$ cat config.mk
export PLATFORM = sky130hd
export DESIGN_NAME = pipelined_barrel_shifter
export DESIGN_NICKNAME = d
export VERILOG_FILES = /design/src/rtl/pipelined_barrel_shifter.sv
export SDC_FILE = /design/constraint.sdc
export NUM_CORES = 1
export LEC_CHECK = 0
export ABC_AREA = 1
export CAP_MARGIN = 20
export CORE_MARGIN = 10
export CORE_UTILIZATION = 29
export DETAILED_ROUTE_END_ITERATION = 10
export SLEW_MARGIN = 20
export SYNTH_ARGS = -nofsm -noshare
export SYNTH_HDL_FRONTEND = slang
export SYNTH_SLANG_ARGS = --single-unit
$ cat constraint.sdc
create_clock -name clk -period 3.73 [get_ports clk]
set_clock_uncertainty 0.1 [all_clocks]
set_input_delay 0.373 -clock clk [delete_from_list [all_inputs] [get_ports clk]]
set_output_delay 0.373 -clock clk [all_outputs]
set_load 0.1 [all_outputs]
$ cat src/rtl/pipelined_barrel_shifter.sv
// pipelined_barrel_shifter: SRL/SRA/SLL/ROR barrel shifter, one registered mux stage per amount bit,
// valid/ready on both sides with a whole-pipe stall and a sideband tag.
module pipelined_barrel_shifter #(
  parameter int WIDTH = 32,
  parameter int TAG_W = 4,
  localparam int SHW = $clog2(WIDTH)
) (
  input  logic             clk,
  input  logic             rst_n,
  input  logic             in_valid,
  output logic             in_ready,
  input  logic [WIDTH-1:0] In,
  input  logic [SHW-1:0]   load,
  input  logic [1:0]       mode,
  input  logic [TAG_W-1:0] in_tag,
  output logic             out_valid,
  input  logic             out_ready,
  output logic [WIDTH-1:0] out,
  output logic [TAG_W-1:0] out_tag,
  output logic             out_zero
);
  logic [WIDTH-1:0] d_q [SHW];
  logic [WIDTH-1:0] pd  [SHW];
  logic [WIDTH-1:0] nd  [SHW];
  logic [SHW-1:0]   l_q [SHW];
  logic [SHW-1:0]   pl  [SHW];
  logic [1:0]       m_q [SHW];
  logic [1:0]       pm  [SHW];
  logic [TAG_W-1:0] t_q [SHW];
  logic [TAG_W-1:0] pt  [SHW];
  logic             v_q [SHW];
  logic             pv  [SHW];
  logic             s_q [SHW];
  logic             ps  [SHW];
  logic             z_q;
  logic             stall;

  // The upper half of the double-width word supplies the fill: zeros, the sign, or the operand itself.
  function automatic logic [WIDTH-1:0] step(input logic [WIDTH-1:0] d, input logic sg,
                                            input logic [1:0] m, input int n);
    logic [2*WIDTH-1:0] w;
    w = {(m == 2'b11) ? d : {WIDTH{(m == 2'b01) & sg}}, d} >> n;
    return (m == 2'b10) ? d << n : w[WIDTH-1:0];
  endfunction

  assign stall     = v_q[SHW-1] & ~out_ready;
  assign in_ready  = ~stall;
  assign out_valid = v_q[SHW-1];
  assign out       = d_q[SHW-1];
  assign out_tag   = t_q[SHW-1];
  assign out_zero  = z_q;

  always_comb begin
    pd[0] = In;
    pl[0] = load;
    pm[0] = mode;
    pt[0] = in_tag;
    pv[0] = in_valid;
    ps[0] = In[WIDTH-1];
    for (int s = 1; s < SHW; s++) begin
      pd[s] = d_q[s-1];
      pl[s] = l_q[s-1];
      pm[s] = m_q[s-1];
      pt[s] = t_q[s-1];
      pv[s] = v_q[s-1];
      ps[s] = s_q[s-1];
    end
    for (int s = 0; s < SHW; s++)
      nd[s] = pl[s][SHW-1-s] ? step(pd[s], ps[s], pm[s], 1 << (SHW-1-s)) : pd[s];
  end

  always_ff @(posedge clk or negedge rst_n) begin
    if (!rst_n) begin
      d_q <= '{default: '0};
      l_q <= '{default: '0};
      m_q <= '{default: '0};
      t_q <= '{default: '0};
      v_q <= '{default: 1'b0};
      s_q <= '{default: 1'b0};
      z_q <= 1'b0;
    end else if (!stall) begin
      d_q <= nd;
      l_q <= pl;
      m_q <= pm;
      t_q <= pt;
      v_q <= pv;
      s_q <= ps;
      z_q <= nd[SHW-1] == '0;
    end
  end
endmodule

==> report_table.html, run 1 <==
<table>
<tr><th>Metric</th><th>Value</th></tr>
<tr><th colspan="2">STA</th></tr>
<tr><td>Final hold violation count</td><td>0</td></tr>
<tr><td>Unrepaired setup endpoints after global routing</td><td>no</td></tr>
<tr><td>Final worst slack</td><td>1.11 ns</td></tr>
<tr><td>Remaining max-slew budget at the tightest pin</td><td>0.311</td></tr>
<tr><td>Clock period minus worst slack</td><td>2.62 ns</td></tr>
<tr><td>Final Cycle Share</td><td>0.703</td></tr>
<tr><td>Number of max-slew violations in the final report</td><td>0</td></tr>
<tr><td>Total Neg Setup Slack</td><td>0 ns</td></tr>
<tr><td>Slew @ Worst Pin</td><td>1.03 ns</td></tr>
<tr><td>Final setup fails</td><td>0</td></tr>
<tr><td>Top achievable clock speed</td><td>381 MHz</td></tr>
<tr><th colspan="2">Logic synthesis</th></tr>
<tr><td>Synth top area share</td><td>0.472</td></tr>
<tr><td>Number of flops mapped to enable cells by yosys</td><td>0</td></tr>
<tr><td>Post-synth design cell area</td><td>11,000 um2</td></tr>
<tr><td>Fraction of synthesis flops using an asynchronous set or reset pin</td><td>1.00</td></tr>
<tr><td>Register bit count reported by yosys</td><td>208</td></tr>
<tr><td>Number of unique standard cell types used by synthesis</td><td>29</td></tr>
<tr><td>Instance count of the mapped netlist</td><td>1,409</td></tr>
<tr><td>Most area-consuming cells after synthesis</td><td>dfrtp_1, nand2_1, o21ai_0, inv_1, a31oi_1</td></tr>
<tr><td>Mean post-synth cell area</td><td>7.82 um2</td></tr>
<tr><td>Syn. warnings</td><td>0</td></tr>
<tr><td>Syn_nets</td><td>1,456</td></tr>
<tr><td>Register area share after synthesis</td><td>0.472</td></tr>
<tr><td>Post-synthesis cell type with the largest combined area</td><td>dfrtp_1</td></tr>
<tr><td>Synth Flop Type</td><td>dfrtp_1</td></tr>
<tr><th colspan="2">Cells and area</th></tr>
<tr><td>Multi-input gate area in the final layout</td><td>4530 um2</td></tr>
<tr><td>Finished Core Util</td><td>0.336</td></tr>
<tr><td>Non-filler cells in the finished layout</td><td>1,925</td></tr>
<tr><td>Fin nets</td><td>1,446</td></tr>
<tr><td>Commonest non-fill, non-tap cell in the layout</td><td>nand2_1</td></tr>
<tr><td>Most used cells in the layout excluding fill and tap cells</td><td>nand2_1, dfrtp_1, o21ai_0</td></tr>
<tr><td>Number of diodes added for antenna fixing</td><td>0</td></tr>
<tr><td>Fill cell count</td><td>4,002</td></tr>
<tr><td>Share of final-layout standard cells stronger than drive strength 1</td><td>0.0573</td></tr>
<tr><td>Area taken by flip-flops and latches</td><td>5200 um2</td></tr>
<tr><td>Area growth from synthesis to layout</td><td>14.7%</td></tr>
<tr><th colspan="2">Outcome</th></tr>
<tr><td>Run status</td><td>completed</td></tr>
<tr><th colspan="2">Clock tree</th></tr>
<tr><td>Maximum root-to-sink buffer count</td><td>3</td></tr>
<tr><td>CTS tree</td><td>done</td></tr>
<tr><td>Clock network latency to the later pin of the worst-skew pair</td><td>0.52 ns</td></tr>
<tr><td>Num Clock Sinks</td><td>208</td></tr>
<tr><td>Cells resized by post-CTS repair</td><td>0</td></tr>
<tr><td>Num CTS Buffers</td><td>25</td></tr>
<tr><td>CTS clock-pin slew for the worst setup and hold paths</td><td>0.05 ns</td></tr>
<tr><td>Number of levels in the clock H-tree</td><td>1</td></tr>
<tr><td>CTS root buffer</td><td>clkbuf_16</td></tr>
<tr><th colspan="2">Floorplanning</th></tr>
<tr><td>Full die area</td><td>46,200 um2</td></tr>
<tr><td>Total I/O pin count</td><td>86</td></tr>
<tr><td>Die H</td><td>215 um</td></tr>
<tr><td>Floorplan row count</td><td>71</td></tr>
<tr><td>Die boundary width</td><td>215 um</td></tr>
<tr><td>Area inside the core boundary</td><td>37,600 um2</td></tr>
<tr><td>Starting Density</td><td>0.293</td></tr>
<tr><th colspan="2">Placement</th></tr>
<tr><td>Global placement routability congestion</td><td>0.800</td></tr>
<tr><td>Final HPWL from detailed placement</td><td>19,400 um</td></tr>
<tr><td>Pre-CTS setup slack</td><td>1.32 ns</td></tr>
<tr><td>Number of I/O port buffers</td><td>85</td></tr>
<tr><td>Dpl cells</td><td>1,882</td></tr>
<tr><th colspan="2">Drt</th></tr>
<tr><td>Total routed wirelength</td><td>27,800 um</td></tr>
<tr><td>Initial detailed-routing violation count</td><td>907</td></tr>
<tr><td>Vias</td><td>9,264</td></tr>
<tr><td>Detailed Routing Iterations Pass 1</td><td>5</td></tr>
<tr><td>Avg Vias per Cell</td><td>4.81</td></tr>
<tr><td>Detail Route Antenna Nets</td><td>0</td></tr>
<tr><td>Residual DRC count</td><td>0</td></tr>
<tr><td>DR WL/cell</td><td>14.4 um</td></tr>
<tr><th colspan="2">Worst setup path</th></tr>
<tr><td>Largest driver fanout on the critical path</td><td>2</td></tr>
<tr><td>Reg-to-Reg End</td><td>d_q[120]</td></tr>
<tr><td>RR Startpoint</td><td>l_q[23]</td></tr>
<tr><td>Sort of element at the end of the critical path</td><td>output pin</td></tr>
<tr><td>Type of the worst setup path</td><td>reg -&gt; out</td></tr>
<tr><td>Setup slack of the worst register-to-register path</td><td>1.33 ns</td></tr>
<tr><td>Category of cells accounting for the largest share of critical-path delay</td><td>buffers and inverters</td></tr>
<tr><td>Sequence of cells on the critical path</td><td>clkdlybuf4s50_1</td></tr>
<tr><td>Data arrival, critical path</td><td>2.15 ns</td></tr>
<tr><td>CP bufs+invs</td><td>1</td></tr>
<tr><td>Data required time of the worst path</td><td>3.26 ns</td></tr>
<tr><td>Reg2reg path depth</td><td>5</td></tr>
<tr><td>CP max stage cell</td><td>clkdlybuf4s50_1</td></tr>
<tr><td>Setup crit start kind</td><td>flip-flop</td></tr>
<tr><td>Longest individual stage delay on the worst path</td><td>1.19 ns</td></tr>
<tr><th colspan="2">Worst hold path</th></tr>
<tr><td>Hold_sp</td><td>in_valid</td></tr>
<tr><td>End of the worst hold path</td><td>pv[3]</td></tr>
<tr><td>Number of stages on the worst hold path</td><td>3</td></tr>
<tr><td>Worst min-delay path category</td><td>in -&gt; reg</td></tr>
<tr><th colspan="2">Global routing</th></tr>
<tr><td>Global-route wire length before repair</td><td>46,200 um</td></tr>
<tr><td>Global-route usage over all layers</td><td>0.117</td></tr>
<tr><td>GR Overflow Total</td><td>0</td></tr>
<tr><td>Number of global-route vias before repair</td><td>8,763</td></tr>
<tr><td>Antenna violations before repair</td><td>0</td></tr>
<tr><td>Largest net degree at the start of global routing</td><td>104</td></tr>
<tr><th colspan="2">Power</th></tr>
<tr><td>Peak supply drop</td><td>0.304 mV</td></tr>
<tr><td>Power Dens Cells</td><td>980 nW/um2</td></tr>
<tr><td>Final Total Pwr</td><td>12.4 mW</td></tr>
<tr><td>Static leakage</td><td>5.58 nW</td></tr>
<tr><th colspan="2">Run</th></tr>
<tr><td>Maximum capacitance violations</td><td>0</td></tr>
</table>
-- synthesized netlist by cell type (all sizes together), types with 15 or more instances --
master  instances
o21ai         186
dfrtp         208
nor2           98
clkbuf         33
nand3          67
a31oi          73
inv           133
nor3           15
a21oi          51
o22ai          16
nand2         336
o211ai         53
buf           102
or2            28
-- worst max-delay path by stage --
| stage | from | end | slack [ns] | cells after the start |
|---|---|---|---|---|
| 6_report | out[0] | out[0] | 1.11 | 1 |
| 5_1_grt | out[0] | out[0] | 1.05 | 1 |
| 4_1_cts | out[0] | out[0] | 1.06 | 1 |
| 3_5_place_dp | load[4] | d_q[152] | 1.32 | 7 |
| 3_3_place_gp | out_ready | d_q[32] | 1.36 | 6 |
| 2_1_floorplan | out_valid | in_ready | 1.41 | 4 |
-- logic make-up after synthesis --
kind of cell	count (synthesis)	synth area share
buffers and inverters	268	0.117
AO/OA/AOI/OAI	389	0.207
flip-flops	208	0.472
AND/OR/NAND/NOR	544	0.203
-- timing repair --
action | 4_1_cts | 5_1_grt
setup buffers | 0 | 0
endpoints found under the hold margin | 86 | 0
hold buffers | 1 | 0
-- power breakdown --
part           switching (mW)  internal, mW  total (mW)
combinational            4.12          1.71        5.83
clock                   0.908          1.36        2.27
sequential              0.983          3.30        4.29
total                    6.01          6.37        12.4
-- final cells by class --
type,count,share of cell area
inverter,133,0.0395
clock buffer,38,0.0589
tap,511,0.0506
sequential,208,0.412
clock inverter,4,0.00178
timing repair buffer,98,0.0793
multi-input combinational,933,0.358
-- stage by stage --
stage          cell area (um2)  hold WS, ns
2_1_floorplan            11000      -0.0226
3_3_place_gp             11900        0.354
3_5_place_dp             11900        0.350
4_1_cts                  12600        0.299
5_1_grt                  12600        0.317
6_report                 12600        0.314
-- state kept, by name, summed over array words and instances (netlist names) --
register	flops
d_q	128
out	32
pt	16
l_q	10
m_q	8
out_tag	4
ps	4
pv	4
out_valid	1
out_zero	1
-- per-layer routing --
layer,vias to the layer above,routed length [um],global-route usage
met5,-,0,0
li1,4643,-,-
met4,0,755,0.0366
met2,199,11800,0.175
met3,43,1200,0.0195
met1,4379,14000,0.168
No activity file was read; power rests on OpenSTA's default activity.
==> inputs of run 2 (changes only) <==
==> constraint.sdc (replaced) <==
create_clock -name clk -period 2.6 [get_ports clk]
set_clock_uncertainty 0.1 [all_clocks]
set_input_delay 0.26 -clock clk [delete_from_list [all_inputs] [get_ports clk]]
set_output_delay 0.26 -clock clk [all_outputs]
set_load 0.1 [all_outputs]
==> run 2 against run 1 <==
Die area unchanged; sequential power increased by 42%; worst setup slack got worse by 0.39 ns; final cell count increased by 0.88%; via count decreased by 0.42%; critical path type unchanged; highest routed layer unchanged.
==> report_table.html, run 2 (synthesized netlist as in run 1, its figures left out) <==
<table>
<tr><th>Metric</th><th>Value</th></tr>
<tr><th colspan="2">Power</th></tr>
<tr><td>Peak supply drop</td><td>0.565 mV</td></tr>
<tr><td>Power Dens Cells</td><td>1430 nW/um2</td></tr>
<tr><td>Static leakage</td><td>5.76 nW</td></tr>
<tr><th colspan="2">Worst setup path</th></tr>
<tr><td>Setup crit start kind</td><td>flip-flop</td></tr>
<tr><td>Largest driver fanout on the critical path</td><td>53</td></tr>
<tr><td>CP max stage cell</td><td>dfrtp_1</td></tr>
<tr><td>Sort of element at the end of the critical path</td><td>output pin</td></tr>
<tr><td>Most frequent cell on the critical path</td><td>buf_12</td></tr>
<tr><td>Sequence of cells on the critical path</td><td>nand2_4 -&gt; buf_12 -&gt; buf_12</td></tr>
<tr><td>Data arrival, critical path</td><td>1.53 ns</td></tr>
<tr><td>Longest individual stage delay on the worst path</td><td>0.41 ns</td></tr>
<tr><td>Type of the worst setup path</td><td>reg -&gt; out</td></tr>
<tr><td>Data required time of the worst path</td><td>2.24 ns</td></tr>
<tr><th colspan="2">Cells and area</th></tr>
<tr><td>Fill cell count</td><td>3,959</td></tr>
<tr><td>Most flops, register</td><td>d_q</td></tr>
<tr><td>Cell area after layout</td><td>12,800 um2</td></tr>
<tr><td>Most used cells in the layout excluding fill and tap cells</td><td>nand2_1, dfrtp_1, o21ai_0</td></tr>
<tr><td>Flip-flop count of the largest register, all copies and words added</td><td>128</td></tr>
<tr><td>Share of final-layout standard cells stronger than drive strength 1</td><td>0.0950</td></tr>
<tr><td>Number of diodes added for antenna fixing</td><td>0</td></tr>
<tr><td>Area growth from synthesis to layout</td><td>16.3%</td></tr>
<tr><td>Fin nets</td><td>1,459</td></tr>
<tr><td>Commonest non-fill, non-tap cell in the layout</td><td>nand2_1</td></tr>
<tr><th colspan="2">Drt</th></tr>
<tr><td>Met1 Routed Length</td><td>14,200 um</td></tr>
<tr><td>Vias</td><td>9,225</td></tr>
<tr><td>Routed wire length on met2</td><td>12,200 um</td></tr>
<tr><td>Residual DRC count</td><td>0</td></tr>
<tr><td>Total routed wirelength</td><td>28,400 um</td></tr>
<tr><td>DR WL/cell</td><td>14.6 um</td></tr>
<tr><td>Avg Vias per Cell</td><td>4.75</td></tr>
<tr><td>Met3 wirelength from detailed routing</td><td>1590 um</td></tr>
<tr><td>Detail Route Antenna Nets</td><td>0</td></tr>
<tr><td>Detailed Routing Iterations Pass 1</td><td>7</td></tr>
<tr><td>Top Layer Used</td><td>met4</td></tr>
<tr><td>Initial detailed-routing violation count</td><td>790</td></tr>
<tr><th colspan="2">Clock tree</th></tr>
<tr><td>CTS root buffer</td><td>clkbuf_16</td></tr>
<tr><td>Number of levels in the clock H-tree</td><td>1</td></tr>
<tr><td>CTS tree</td><td>done</td></tr>
<tr><td>Maximum root-to-sink buffer count</td><td>3</td></tr>
<tr><td>CTS clock-pin slew for the worst setup and hold paths</td><td>0.05 ns</td></tr>
<tr><td>Num CTS Buffers</td><td>26</td></tr>
<tr><td>Num Clock Sinks</td><td>208</td></tr>
<tr><td>Clock network latency to the later pin of the worst-skew pair</td><td>0.52 ns</td></tr>
<tr><th colspan="2">Floorplanning</th></tr>
<tr><td>Full die area</td><td>46,200 um2</td></tr>
<tr><td>Starting Density</td><td>0.293</td></tr>
<tr><td>Floorplan row count</td><td>71</td></tr>
<tr><td>Die boundary width</td><td>215 um</td></tr>
<tr><td>Total I/O pin count</td><td>86</td></tr>
<tr><td>Area inside the core boundary</td><td>37,600 um2</td></tr>
<tr><td>Die H</td><td>215 um</td></tr>
<tr><th colspan="2">Placement</th></tr>
<tr><td>Placed cell areas</td><td>11,900 um2</td></tr>
<tr><td>Number of I/O port buffers</td><td>85</td></tr>
<tr><td>Final HPWL from detailed placement</td><td>20,100 um</td></tr>
<tr><td>Global placement routability congestion</td><td>0.844</td></tr>
<tr><th colspan="2">STA</th></tr>
<tr><td>Slew @ Worst Pin</td><td>0.729 ns</td></tr>
<tr><td>Top achievable clock speed</td><td>530 MHz</td></tr>
<tr><td>Final Cycle Share</td><td>0.726</td></tr>
<tr><td>Final hold violation count</td><td>0</td></tr>
<tr><td>Total Neg Setup Slack</td><td>0 ns</td></tr>
<tr><td>Final setup fails</td><td>0</td></tr>
<tr><td>Unrepaired setup endpoints after global routing</td><td>no</td></tr>
<tr><td>Remaining max-slew budget at the tightest pin</td><td>0.514</td></tr>
<tr><td>Clock period minus worst slack</td><td>1.89 ns</td></tr>
<tr><td>Number of max-slew violations in the final report</td><td>0</td></tr>
<tr><th colspan="2">Global routing</th></tr>
<tr><td>Number of global-route vias before repair</td><td>8,764</td></tr>
<tr><td>Global-route wire length before repair</td><td>47,500 um</td></tr>
<tr><td>Largest net degree at the start of global routing</td><td>73</td></tr>
<tr><td>Antenna violations before repair</td><td>0</td></tr>
<tr><td>GR Overflow Total</td><td>0</td></tr>
<tr><td>Global-route usage over all layers</td><td>0.120</td></tr>
<tr><th colspan="2">Outcome</th></tr>
<tr><td>Run status</td><td>completed</td></tr>
<tr><th colspan="2">Run</th></tr>
<tr><td>Maximum capacitance violations</td><td>0</td></tr>
<tr><th colspan="2">Worst hold path</th></tr>
<tr><td>Worst min-delay path category</td><td>in -&gt; async</td></tr>
</table>
[run 2: report_power, final]
group,switching [mW],leakage (nW),internal (mW),total [mW]
Combinational,6.07,2.82,2.48,8.56
Sequential,1.36,2.50,4.74,6.10
Clock,1.34,0.434,2.29,3.63
[run 2: timing repair]
action / 4_1_cts / 5_1_grt
endpoints found under the hold margin: 58 / 0
hold buffers: 1 / 0
setup buffers: 0 / 0
resized for setup: 0 / 0
[run 2: worst paths after layout]
check                           from   endpoint  slack, ns  depth (start not counted)
max in group asynchronous      rst_n    d_q[90]       1.46                          3
setup reg to reg             l_q[11]    d_q[51]       0.76                          6
setup / recovery           out_valid   in_ready       0.71                          3
hold reg to reg                pv[0]  out_valid       0.35                          2
min in group clk           in_tag[0]     pt[12]       0.17                          3
hold / removal                 rst_n    out[19]       0.17                          2
[run 2: critical path, delay by kind of cell (launching register included)]
kind / cells / cell delay (ns)
flip-flops: 1 / 0.41
AND/OR/NAND/NOR: 1 / 0.11
buffers and inverters: 2 / 0.47
[run 2: area by class of cell]
type / count / area [um2] / area share
Tap cell: 511 / 639 / 0.0499
Sequential cell: 208 / 5200 / 0.406
Multi-Input combinational cell: 933 / 4530 / 0.353
Inverter: 133 / 499 / 0.0390
Clock inverter: 7 / 87.6 / 0.00684
Clock buffer: 40 / 795 / 0.0620
Timing Repair Buffer: 110 / 1060 / 0.0827
[run 2: metrics by stage]
step | cells | hold WS (ns) | utilization | total power [mW] | worst slack [ns]
final | 1942 | 0.167 | 0.341 | 18.3 | 0.714
after global routing | 1942 | 0.170 | 0.341 | 19.7 | 0.591
after CTS | 1942 | 0.150 | 0.341 | 18.4 | 0.681
after detailed placement | 1894 | 0.179 | 0.317 | 14.7 | 0.385
after global placement | 1894 | 0.181 | 0.317 | 14.6 | 0.460
after floorplan | 1409 | -0.136 | - | 12.9 | 0.397
[run 2: layer usage]
layer	global-route usage	vias to the layer above
met1	0.175	4297
li1	-	4664
met3	0.0247	31
met4	0.0243	0
met2	0.178	233
met5	0	-
